$ cat src/rtl/arb_pkg.sv
// Shared constants, FSM encoding and rotate helper for the round-robin arbiter.
package arb_pkg;
   localparam int NREQ = 8;
   localparam int IDW  = 3;

   typedef enum logic {
      ST_IDLE  = 1'b0,
      ST_GRANT = 1'b1
   } state_t;

   // Rotate right so that bit 'sh' of v lands at index 0.
   function automatic logic [NREQ-1:0] rotr(input logic [NREQ-1:0] v, input logic [IDW-1:0] sh);
      logic [2*NREQ-1:0] d;
      d = {v, v} >> sh;
      return d[NREQ-1:0];
   endfunction
endpackage

$ cat src/rtl/pri_enc8_lsb.sv
// Combinational 8-to-3 priority encoder; the lowest set index wins.
module pri_enc8_lsb
   import arb_pkg::*;
(
   input  logic [NREQ-1:0] vec,
   output logic [IDW-1:0]  idx,
   output logic            valid
);

   always_comb begin
      idx = '0;
      // Scan downward so the last assignment is the lowest set bit.
      for (int i = NREQ - 1; i >= 0; i--) begin
         if (vec[i]) idx = IDW'(i);
      end
   end

   assign valid = |vec;

endmodule

$ cat src/rtl/rr_arbiter8.sv
// Eight-way round-robin arbiter with registered one-hot grant and a bounded hold time.
module rr_arbiter8
   import arb_pkg::*;
#(
   parameter int MAX_HOLD = 16
)
(
   input  logic            clk,
   input  logic            rst,
   input  logic            en,
   input  logic [NREQ-1:0] req,
   output logic [NREQ-1:0] grant,
   output logic [IDW-1:0]  gnt_id,
   output logic            gnt_valid,
   output logic            timeout
);

   localparam int              CNTW     = $clog2(MAX_HOLD);
   localparam logic [CNTW-1:0] CNT_LAST = CNTW'(MAX_HOLD - 1);

   state_t          state, state_nxt;
   logic [IDW-1:0]  ptr, ptr_nxt;
   logic [CNTW-1:0] cnt, cnt_nxt;
   logic [NREQ-1:0] grant_nxt;
   logic [IDW-1:0]  id_nxt;
   logic            valid_nxt;
   logic            timeout_nxt;

   logic [NREQ-1:0] req_rot;
   logic [IDW-1:0]  enc_idx;
   logic            enc_valid;
   logic [IDW-1:0]  win;
   logic            owner_req;
   logic            at_limit;

   assign req_rot = rotr(req, ptr);

   pri_enc8_lsb u_enc (
      .vec   (req_rot),
      .idx   (enc_idx),
      .valid (enc_valid)
   );

   // Index arithmetic is 3 bits wide, so the add wraps mod 8 for free.
   assign win       = enc_idx + ptr;
   assign owner_req = req[gnt_id];
   assign at_limit  = (cnt == CNT_LAST);

   always_comb begin
      state_nxt   = state;
      ptr_nxt     = ptr;
      cnt_nxt     = cnt;
      grant_nxt   = grant;
      id_nxt      = gnt_id;
      valid_nxt   = gnt_valid;
      timeout_nxt = 1'b0;
      case (state)
         ST_IDLE: begin
            grant_nxt = '0;
            id_nxt    = '0;
            valid_nxt = 1'b0;
            if (en && enc_valid) begin
               state_nxt = ST_GRANT;
               grant_nxt = {{(NREQ-1){1'b0}}, 1'b1} << win;
               id_nxt    = win;
               valid_nxt = 1'b1;
               cnt_nxt   = '0;
            end
         end
         ST_GRANT: begin
            if (!at_limit) cnt_nxt = cnt + 1'b1;
            if (!owner_req || !en || at_limit) begin
               state_nxt   = ST_IDLE;
               grant_nxt   = '0;
               id_nxt      = '0;
               valid_nxt   = 1'b0;
               ptr_nxt     = gnt_id + 1'b1;
               // Only a release caused purely by the hold limit is reported.
               timeout_nxt = owner_req && en && at_limit;
            end
         end
      endcase
   end

   always_ff @(posedge clk or posedge rst) begin
      if (rst) begin
         state     <= ST_IDLE;
         ptr       <= '0;
         cnt       <= '0;
         grant     <= '0;
         gnt_id    <= '0;
         gnt_valid <= 1'b0;
         timeout   <= 1'b0;
      end else begin
         state     <= state_nxt;
         ptr       <= ptr_nxt;
         cnt       <= cnt_nxt;
         grant     <= grant_nxt;
         gnt_id    <= id_nxt;
         gnt_valid <= valid_nxt;
         timeout   <= timeout_nxt;
      end
   end

endmodule

$ cat config.mk
export PLATFORM = sky130hd
export DESIGN_NAME = rr_arbiter8
export DESIGN_NICKNAME = d
export VERILOG_FILES = /design/src/rtl/arb_pkg.sv /design/src/rtl/pri_enc8_lsb.sv /design/src/rtl/rr_arbiter8.sv
export SDC_FILE = /design/constraint.sdc
export NUM_CORES = 1
export LEC_CHECK = 0
export BUFFER_PORTS_ARGS = -buffer_cell sky130_fd_sc_hd__buf_2
export CAP_MARGIN = 0
export CORE_AREA = 2 2 59 61
export CTS_CLUSTER_SIZE = 24
export DETAILED_ROUTE_END_ITERATION = 7
export DIE_AREA = 0 0 61 63
export GPL_TIMING_DRIVEN = 0
export PLACE_DENSITY = 0.81
export SETUP_SLACK_MARGIN = 0.1
export SLEW_MARGIN = 40
export SYNTH_ARGS = -nofsm -noshare
export SYNTH_HDL_FRONTEND = slang
export SYNTH_SLANG_ARGS = --single-unit
export TNS_END_PERCENT = 50
$ cat constraint.sdc
create_clock -name clk -period 2.9 [get_ports clk]
set_clock_uncertainty 0.05 [all_clocks]
set_input_delay 0.435 -clock clk [delete_from_list [all_inputs] [get_ports clk]]
set_output_delay 0.435 -clock clk [all_outputs]
set_load 0.005 [all_outputs]
* Yosys cells after proc, flatten, opt, wreduce, memory -nomap -nowiden
Index checks and enable logic that the tools add are counted.
** Operators by class
- $add $sub $neg :: 3
- Order comparisons :: 1
- Equal/unequal tests :: 4
- Shift operators :: 2
- Muxes and demuxes :: 26
- Bitwise gates (word level) :: 1
- Reduce and logical (&&, ||, !) cells :: 10
** Operators by type and width (number)
- $mux W3 :: 10
- $mux W8 :: 2
- $pmux W8 S2 :: 1
- $shr A16 B3 Y8 :: 1
- $mux W4 :: 2
- $pmux W4 S2 :: 1
- $reduce_or A8 Y1 :: 1
- $shl A1 B3 Y8 const A :: 1
- $mux W1 :: 6
- $pmux W3 S2 :: 1
- $add A4 B1 Y4 const B :: 1
- $eq A4 B4 Y1 const B :: 1
- $lt A3 B4 Y1 const B :: 1
- $ne A2 B2 Y1 const B :: 2
- $pmux W1 S2 :: 2
- $reduce_and A2 Y1 :: 2
- $add A3 B1 Y3 const B :: 1
- $add A3 B3 Y3 :: 1
- $bmux W1 S3 :: 1
- $logic_and A1 B1 Y1 :: 3
- $logic_not A1 Y1 :: 2
- $logic_or A1 B1 Y1 :: 2
- $ne A2 B1 Y1 const B :: 1
- $not A1 Y1 :: 1
** Storage, ports and cells
- Register bits :: 21
- Output and inout port bits :: 13
- Logic and storage cells :: 54

* Depth between registers and ports, before layout
Gate-level depths: netlist (run 1).
- Depth after elaboration :: 13
- Gate-level depth with buffers :: 13

* Hierarchy
Synthesis (run 1) repeated with hierarchy kept, for this count alone.
** Second synthesis, totals
- Cell total of the unflattened synthesis :: 120
- Area total of the unflattened synthesis :: 1430.1 sq um
** By module, submodules not included
- rr_arbiter8 :: instances 1, cells an instance 107, area each 1348.8 sq um
- pri_enc8_lsb :: instances 1, cells an instance 13, area each 81.3 sq um

* Worst setup path after synthesis (run 1)
Ideal clock, no wire load.
- Kind :: reg2reg
- Start :: register ptr[0]
- End :: register grant[1]
- Library setup time :: 0.076 ns
- Arrival time :: 2.759 ns
- Required time :: 2.774 ns
- Slack :: 0.014 ns
- Cell stages (with the launch flop) :: 13
- Period minus slack after synthesis :: 2.886 ns
- Cells stage by stage :: dfrtp_1 buf_6 buf_6 mux4_2 nor4_1 o2bb2ai_1 nand2_1 ha_1 inv_1 fa_1 inv_1 or3_1 o21ai_1
** Between the ends
- Longest elaborated chain between the ends :: 13
** RTL lines
- start: declaration :: RTL line rr_arbiter8.sv:22 : logic [IDW-1:0] ptr, ptr_nxt;
- start signal: assignment :: RTL line rr_arbiter8.sv:96 : ptr <= ptr_nxt;
- $shr A16 B3 Y8 :: RTL line arb_pkg.sv:14 : d = {v, v} >> sh;
- $mux W3 (8 in a row) :: RTL line pri_enc8_lsb.sv:14 : if (vec[i]) idx = IDW'(i);
- $add A3 B3 Y3 :: RTL line rr_arbiter8.sv:45 : assign win = enc_idx + ptr;
- $shl A1 B3 Y8 :: RTL line rr_arbiter8.sv:64 : grant_nxt = {{(NREQ-1){1'b0}}, 1'b1} << win;
- $mux W8 (*) :: RTL line rr_arbiter8.sv:62 : if (en && enc_valid) begin
- $pmux W8 S2 (*) :: RTL line rr_arbiter8.sv:57 : case (state)
- end signal: assignment :: RTL line rr_arbiter8.sv:98 : grant <= grant_nxt;
- end: declaration :: RTL line rr_arbiter8.sv:12 : output logic [NREQ-1:0] grant,
Every way passes the cells marked *; elsewhere a longest branch is shown, timed or not.
A chain may end at the register's enable or synchronous reset.

* Worst setup path in the final report (run 1)
- Start :: register ptr[0]
- End :: register grant[5]
The elaborated chain is that of the path after synthesis.

==> results of run 1 <==
[registers in the layout, indices dropped and copies added, names as in the netlist]
signal	cells
ptr	3
cnt	4
timeout	1
gnt_id	3
gnt_valid	1
grant	8
state	1
[cells in the mapped netlist, drive strengths merged, types with 2 or more instances]
library cell  count
nor3              3
nor2             13
a21oi             7
nand2            14
clkbuf            2
xnor2             2
nand2b            5
ha                3
nand3            10
buf               5
a22o              4
mux2              2
xor2              2
a32o              4
nor2b             4
dfrtp            21
mux4             11
inv               6
o2bb2ai           2
nor4              3
o21ai            11
[placed cells by master, fill, tap and decap left out, types with 2 or more instances in the layout]
cell / count
nor3_4: 2
clkbuf_4: 3
clkbuf_1: 2
inv_1: 3
buf_2: 24
dfrtp_1: 21
nor2b_1: 3
a32o_1: 4
nand2_1: 14
o21ai_0: 5
a21oi_1: 7
nor2_2: 2
o21ai_1: 3
ha_1: 2
o21ai_2: 3
buf_6: 5
buf_4: 15
inv_2: 3
nand2b_1: 5
nor2_1: 11
mux4_2: 11
a22o_1: 4
nand3_1: 10
[area by class of cell]
type	instances	area, sq um
Sequential cell	21	526
Inverter	6	22.5
Timing Repair Buffer	40	250
Clock inverter	1	5.00
Tap cell	46	57.6
Buffer	7	61.3
Fill cell	259	1230
Multi-Input combinational cell	117	1060
Clock buffer	3	22.5
[per-layer routing]
| layer | GRT usage [%] | routed length (microns) |
|---|---|---|
| met4 | 5.71 | 94 |
| met1 | 29.6 | 1620 |
| met5 | 0 | 0 |
| met2 | 34.3 | 1930 |
| met3 | 3.93 | 152 |
[worst max-delay path by stage]
stage	from	end	depth (start not counted)
after floorplan	ptr[0]$_DFFE_PP0P_	grant[1]$_DFFE_PP0P_	12
after global placement	req[3]	grant[5]$_DFFE_PP0P_	12
after detailed placement	ptr[0]$_DFFE_PP0P_	grant[5]$_DFFE_PP0P_	12
after CTS	ptr[0]$_DFFE_PP0P_	grant[5]$_DFFE_PP0P_	12
after global routing	ptr[0]$_DFFE_PP0P_	grant[5]$_DFFE_PP0P_	13
final	ptr[0]$_DFFE_PP0P_	grant[5]$_DFFE_PP0P_	13
[what timing repair did]
action,4_1_cts,5_1_grt
gates resized for setup,8,16
endpoints found under the hold margin,0,0
buffers inserted,9,8
pin swaps,4,11
hold buffers,0,0
endpoints found under the setup margin,9,10
[logic make-up (layout without fill, tap and decap cells)]
kind of cell	count (synthesis)	in the layout	share of synthesized area, %
adders and majority gates	5	5	4.35
DFF	21	21	33.3
and+or+nand+nor	59	59	20.0
muxes	14	14	18.0
buffers and inverters	13	57	5.07
xor gates and xnor gates	4	4	3.17
AOI/OAI and AO/OA	35	35	16.2
[worst max-delay path, stage by stage (launching register included)]
cell and delay, ns:
dfrtp_1 0.39, buf_6 0.14, buf_4 0.11, mux4_2 0.56
nor2_2 0.16, o21ai_2 0.08, o2bb2ai_1 0.12, nand2_1 0.09
ha_2 0.17, inv_2 0.03, fa_2 0.55, inv_2 0.04
or3_4 0.37, o21ai_2 0.16
[power breakdown]
| part | internal, mW | total [mW] | switching (mW) |
|---|---|---|---|
| sequential | 0.395 | 0.489 | 0.0950 |
| combinational | 0.881 | 1.68 | 0.801 |
| clock | 0.0515 | 0.142 | 0.0904 |
| total | 1.33 | 2.31 | 0.987 |
==> impl_metrics.env, run 1 <==
export IMPL_synth_top_cell_area_share_pct=33.3
export IMPL_grt_pass1_wl_microns=6430
export IMPL_dp_cells=220
export IMPL_whs_ns=0.0620
export IMPL_timing_final_ws_setup_ns=-0.206
export IMPL_final_cells=241
export IMPL_cts_tree="yes"
export IMPL_port_buffers=23
export IMPL_clkSinkCount=21
export IMPL_clockBufferDepth=2
export IMPL_hold_violations=0
export IMPL_wl_microns=3790
export IMPL_grt_use_total_pct=21.4
export IMPL_rsz0062_at_grt="yes"
export IMPL_placementRows=21
export IMPL_rrSetupSlack_ns=-0.21
export IMPL_ff2ff_path_depth=13
export IMPL_synth_seq_cells=21
export IMPL_fp_dieH_microns=63
export IMPL_irDropWorstVdd_v=0.000773
export IMPL_drc=0
export IMPL_total_power_mw=2.31
export IMPL_final_area_sq_mm=0.00200
export IMPL_max_cap_violations=0
export IMPL_overflow=0
export IMPL_power_density_mw_per_mm2=1160
export IMPL_ys_flop_type="dfrtp_1"
export IMPL_worstMarginPinSlew_ns=0.458
export IMPL_arrival_ns=3.29
export IMPL_criticalPathCategory="reg -> reg"
export IMPL_rr_startpoint="ptr[0]$_DFFE_PP0P_"
export IMPL_dp_slack_ns=-0.310
export IMPL_synth_warnings=0
export IMPL_synthArstFlopShare_pct=100
export IMPL_die_x_microns=61
export IMPL_fin_util_pct=61.9
export IMPL_r2r_end="grant[5]$_DFFE_PP0P_"
export IMPL_power_leakage_nw=0.879
export IMPL_start_kind="flop"
export IMPL_slew_violations=0
export IMPL_ys_top_cells_by_area="dfrtp_1 (33%), mux4_2 (16%), nand2_1 (3.3%)"
export IMPL_fin_crit_sh_pct=107
export IMPL_dp_hpwl_microns=2650
export IMPL_clk_pin_slew_worst_paths_ns=0.12
export IMPL_period_minus_slack_ns=3.11
export IMPL_drtPass1Iterations=4
export IMPL_hold_path_class="in -> async"
export IMPL_crit_fanout=7
export IMPL_end_kind="flop"
export IMPL_totalNegativeSetupSlack_ns=-1.28
export IMPL_ys_types=46
export IMPL_place_area_sq_mm=0.00176
export IMPL_slew_headroom_pct=69.4
export IMPL_initial_utilization_pct=48.9
export IMPL_grt_max_degree=22
export IMPL_synthToLayoutAreaGrowth_pct=26.7
export IMPL_cts_inserted_buffers=3
export IMPL_avgSynthCellArea_sq_um=10.5
export IMPL_antenna_cells=0
export IMPL_num_io_pins=24
export IMPL_yosysSeqAreaShare_pct=33.3
export IMPL_syn_area_sq_mm=0.00158
export IMPL_syn_num_nets=166
export IMPL_fmax_ghz=0.322
export IMPL_vias_per_cell=5.89
export IMPL_wl_per_cell_microns=15.7
export IMPL_grt_pass1_vias=1430
export IMPL_insertion_delay_ns=0.31
export IMPL_yosys_area_top_type="dfrtp_1"
export IMPL_die_area_sq_mm=0.00384
export IMPL_setup_viol=8
export IMPL_vias=1420
export IMPL_synth_edff_count=0
export IMPL_nNetsFinal=211
export IMPL_globalplace_congestion=0.921
export IMPL_cts_root_buffer="clkbuf_4"
export IMPL_synthCells=151
export IMPL_htree_levels=1
export IMPL_violations="negative setup slack"
export IMPL_drt_iter0_markers=63
export IMPL_crit_required_ns=3.08
export IMPL_outcome="finished, violations left"
export IMPL_drive_gt1_share_pct=44.1
export IMPL_ant_nets=0
export IMPL_design_core_area_sq_mm=0.00323
export IMPL_antenna_found_initial=0
No activity file was read; power rests on OpenSTA's default activity.
==> inputs of run 2 (changes only) <==
Settings changed: CORE_AREA 2 2 59 61 to 4 4 61 63, DIE_AREA 0 0 61 63 to 0 0 65 67.
Clock period 2.9 ns to 2.69 ns, I/O delays scaled along.
==> run 2 against run 1 <==
The flow still finishes with violations (negative setup slack); die area is 13% higher; count of clock-buffer cells in the layout unchanged; non-clock buffer count shrank 6; sequential share of layout area grew 0.55 points; register-to-register slack got worse by 0.16 ns; sequential power grew 8.0%; global-route usage down 3.6 points; critical path depth unchanged.
==> impl_metrics.env, run 2 (synthesis results as in run 1) <==
export IMPL_outcome="finished, violations left"
export IMPL_violations="negative setup slack"
export IMPL_htree_levels=1
export IMPL_timing_final_ws_setup_ns=-0.361
export IMPL_wl_per_cell_microns=15.3
export IMPL_fin_crit_sh_pct=113
export IMPL_fmax_ghz=0.328
export IMPL_antenna_found_initial=0
export IMPL_dp_cells=220
export IMPL_globalplace_congestion=0.825
export IMPL_drt_iter0_markers=44
export IMPL_port_buffers=23
export IMPL_ctsHoldBuffers=0
export IMPL_cts_root_buffer="clkbuf_4"
export IMPL_dp_hpwl_microns=2520
export IMPL_nNetsFinal=205
export IMPL_final_cells=235
export IMPL_slowest_stage="mux4_2"
export IMPL_fillers=258
export IMPL_antenna_cells=0
export IMPL_cp_cell_sequence="buf_6 -> buf_8 -> mux4_2 -> nor2_2 -> o21ai_2 -> o2bb2ai_1 -> nand2_1 -> ha_2 -> inv_2 -> fa_2 -> inv_2 -> or3_4 -> o21ai_2"
export IMPL_grt_use_total_pct=17.8
export IMPL_slew_headroom_pct=70.6
export IMPL_grt_pass1_wl_microns=6110
export IMPL_multi_input_area_sq_mm=0.00107
export IMPL_cp_top_family="adder cells"
export IMPL_synthToLayoutAreaGrowth_pct=24.1
export IMPL_wl_microns=3590
export IMPL_slowest_delay_ns=0.56
export IMPL_totalNegativeSetupSlack_ns=-2.33
export IMPL_power_density_mw_per_mm2=1150
export IMPL_irDropWorstVdd_v=0.000766
export IMPL_design_core_area_sq_mm=0.00323
export IMPL_hold_path_class="in -> async"
export IMPL_cts_tree="yes"
export IMPL_top_regs="grant (8), cnt (4)"
export IMPL_drc=0
export IMPL_drive_gt1_share_pct=43.4
export IMPL_hold_violations=0
export IMPL_layout_common_cells="buf_2 (24), dfrtp_1 (21), nand2_1 (14), nor2_1 (12)"
export IMPL_grt_max_degree=22
export IMPL_ff2ff_path_depth=13
export IMPL_vias=1362
export IMPL_top_register="grant"
export IMPL_start_kind="flop"
export IMPL_placementRows=21
export IMPL_final_common_cell="buf_2"
export IMPL_seq_area_sq_um=526
export IMPL_slew_violations=0
export IMPL_crit_fanout=7
export IMPL_die_area_sq_mm=0.00436
export IMPL_fp_dieH_microns=67
export IMPL_power_leakage_nw=0.850
export IMPL_dp_slack_ns=-0.489
export IMPL_arrival_ns=3.24
export IMPL_max_cap_violations=0
export IMPL_cts_inserted_buffers=3
export IMPL_overflow=0
export IMPL_clkSinkCount=21
export IMPL_period_minus_slack_ns=3.05
export IMPL_num_io_pins=24
export IMPL_vias_per_cell=5.80
export IMPL_worstMarginPinSlew_ns=0.440
export IMPL_insertion_delay_ns=0.30
export IMPL_criticalPathCategory="reg -> reg"
export IMPL_largest_register_ffs=8
export IMPL_drtPass1Iterations=4
export IMPL_setup_viol=10
export IMPL_grt_pass1_vias=1354
export IMPL_crit_buf_inv=4
export IMPL_crit_cells=13
export IMPL_ant_nets=0
export IMPL_rsz0062_at_grt="yes"
export IMPL_clk_pin_slew_worst_paths_ns=0.12
export IMPL_crit_required_ns=2.88
export IMPL_die_x_microns=65
export IMPL_end_kind="flop"
export IMPL_initial_utilization_pct=48.9
export IMPL_clockBufferDepth=2
run 2: cell types whose count changed in the layout (fill, tap and decap cells not counted), sizes merged:
| cell | change |
|---|---|
| buf | -6 |
run 2: worst register-to-register path, cell delays in order (launching register included):
cell	delay (ns)
dfrtp_1	0.38
buf_6	0.15
buf_8	0.13
mux4_2	0.56
nor2_2	0.13
o21ai_2	0.06
o2bb2ai_1	0.13
nand2_1	0.10
ha_2	0.19
inv_2	0.04
fa_2	0.54
inv_2	0.03
or3_4	0.37
o21ai_2	0.14
run 2: through the flow:
step	power [mW]	area (sq um)	util (%)	hold WS (ns)
after floorplan	1.45	1580	-	0.330
after global placement	1.68	1760	54.3	0.405
after detailed placement	1.73	1760	54.3	0.424
after CTS	2.08	1870	57.8	0.194
after global routing	2.45	1960	60.7	0.0447
final	2.26	1960	60.7	0.0336
run 2: layout make-up:
cell class	instances	share of cell area, %
sequential	21	26.8
clock inverter	1	0.255
timing repair buffer	34	10.1
tap	46	2.94
buffer	7	3.13
clock buffer	3	1.15
inverter	6	1.15
multi-input combinational	117	54.5
run 2: final timing paths:
path	from	slack [ns]	endpoint
max	ptr[0]$_DFFE_PP0P_	-0.36	grant[1]$_DFFE_PP0P_
min reg2reg	grant[1]$_DFFE_PP0P_	0.45	grant[1]$_DFFE_PP0P_
min in group clk	en	0.33	timeout$_DFF_PP0_
max in group asynchronous	rst	2.27	cnt[0]$_DFFE_PP0P_
min	rst	0.03	gnt_valid$_DFFE_PP0P_
max reg2reg	ptr[0]$_DFFE_PP0P_	-0.36	grant[1]$_DFFE_PP0P_
run 2: per-layer routing:
metal	global-route usage [%]	routed length (microns)	vias up
li1	-	-	648
met1	22.5	1520	679
met2	32.3	1900	31
met3	3.37	144	4
met4	1.85	35	0
met5	0	0	-
run 2: repair_timing:
| item | in CTS | in global routing |
|---|---|---|
| setup buffers | 7 | 4 |
| setup endpoints to repair | 10 | 10 |
| gates resized for setup | 8 | 16 |
| pin swaps | 3 | 8 |
run 2: power by group:
| group | internal, mW | switching [mW] |
|---|---|---|
| logic | 0.781 | 0.799 |
| registers | 0.425 | 0.102 |
| clock network | 0.0554 | 0.0958 |
| total | 1.26 | 0.997 |
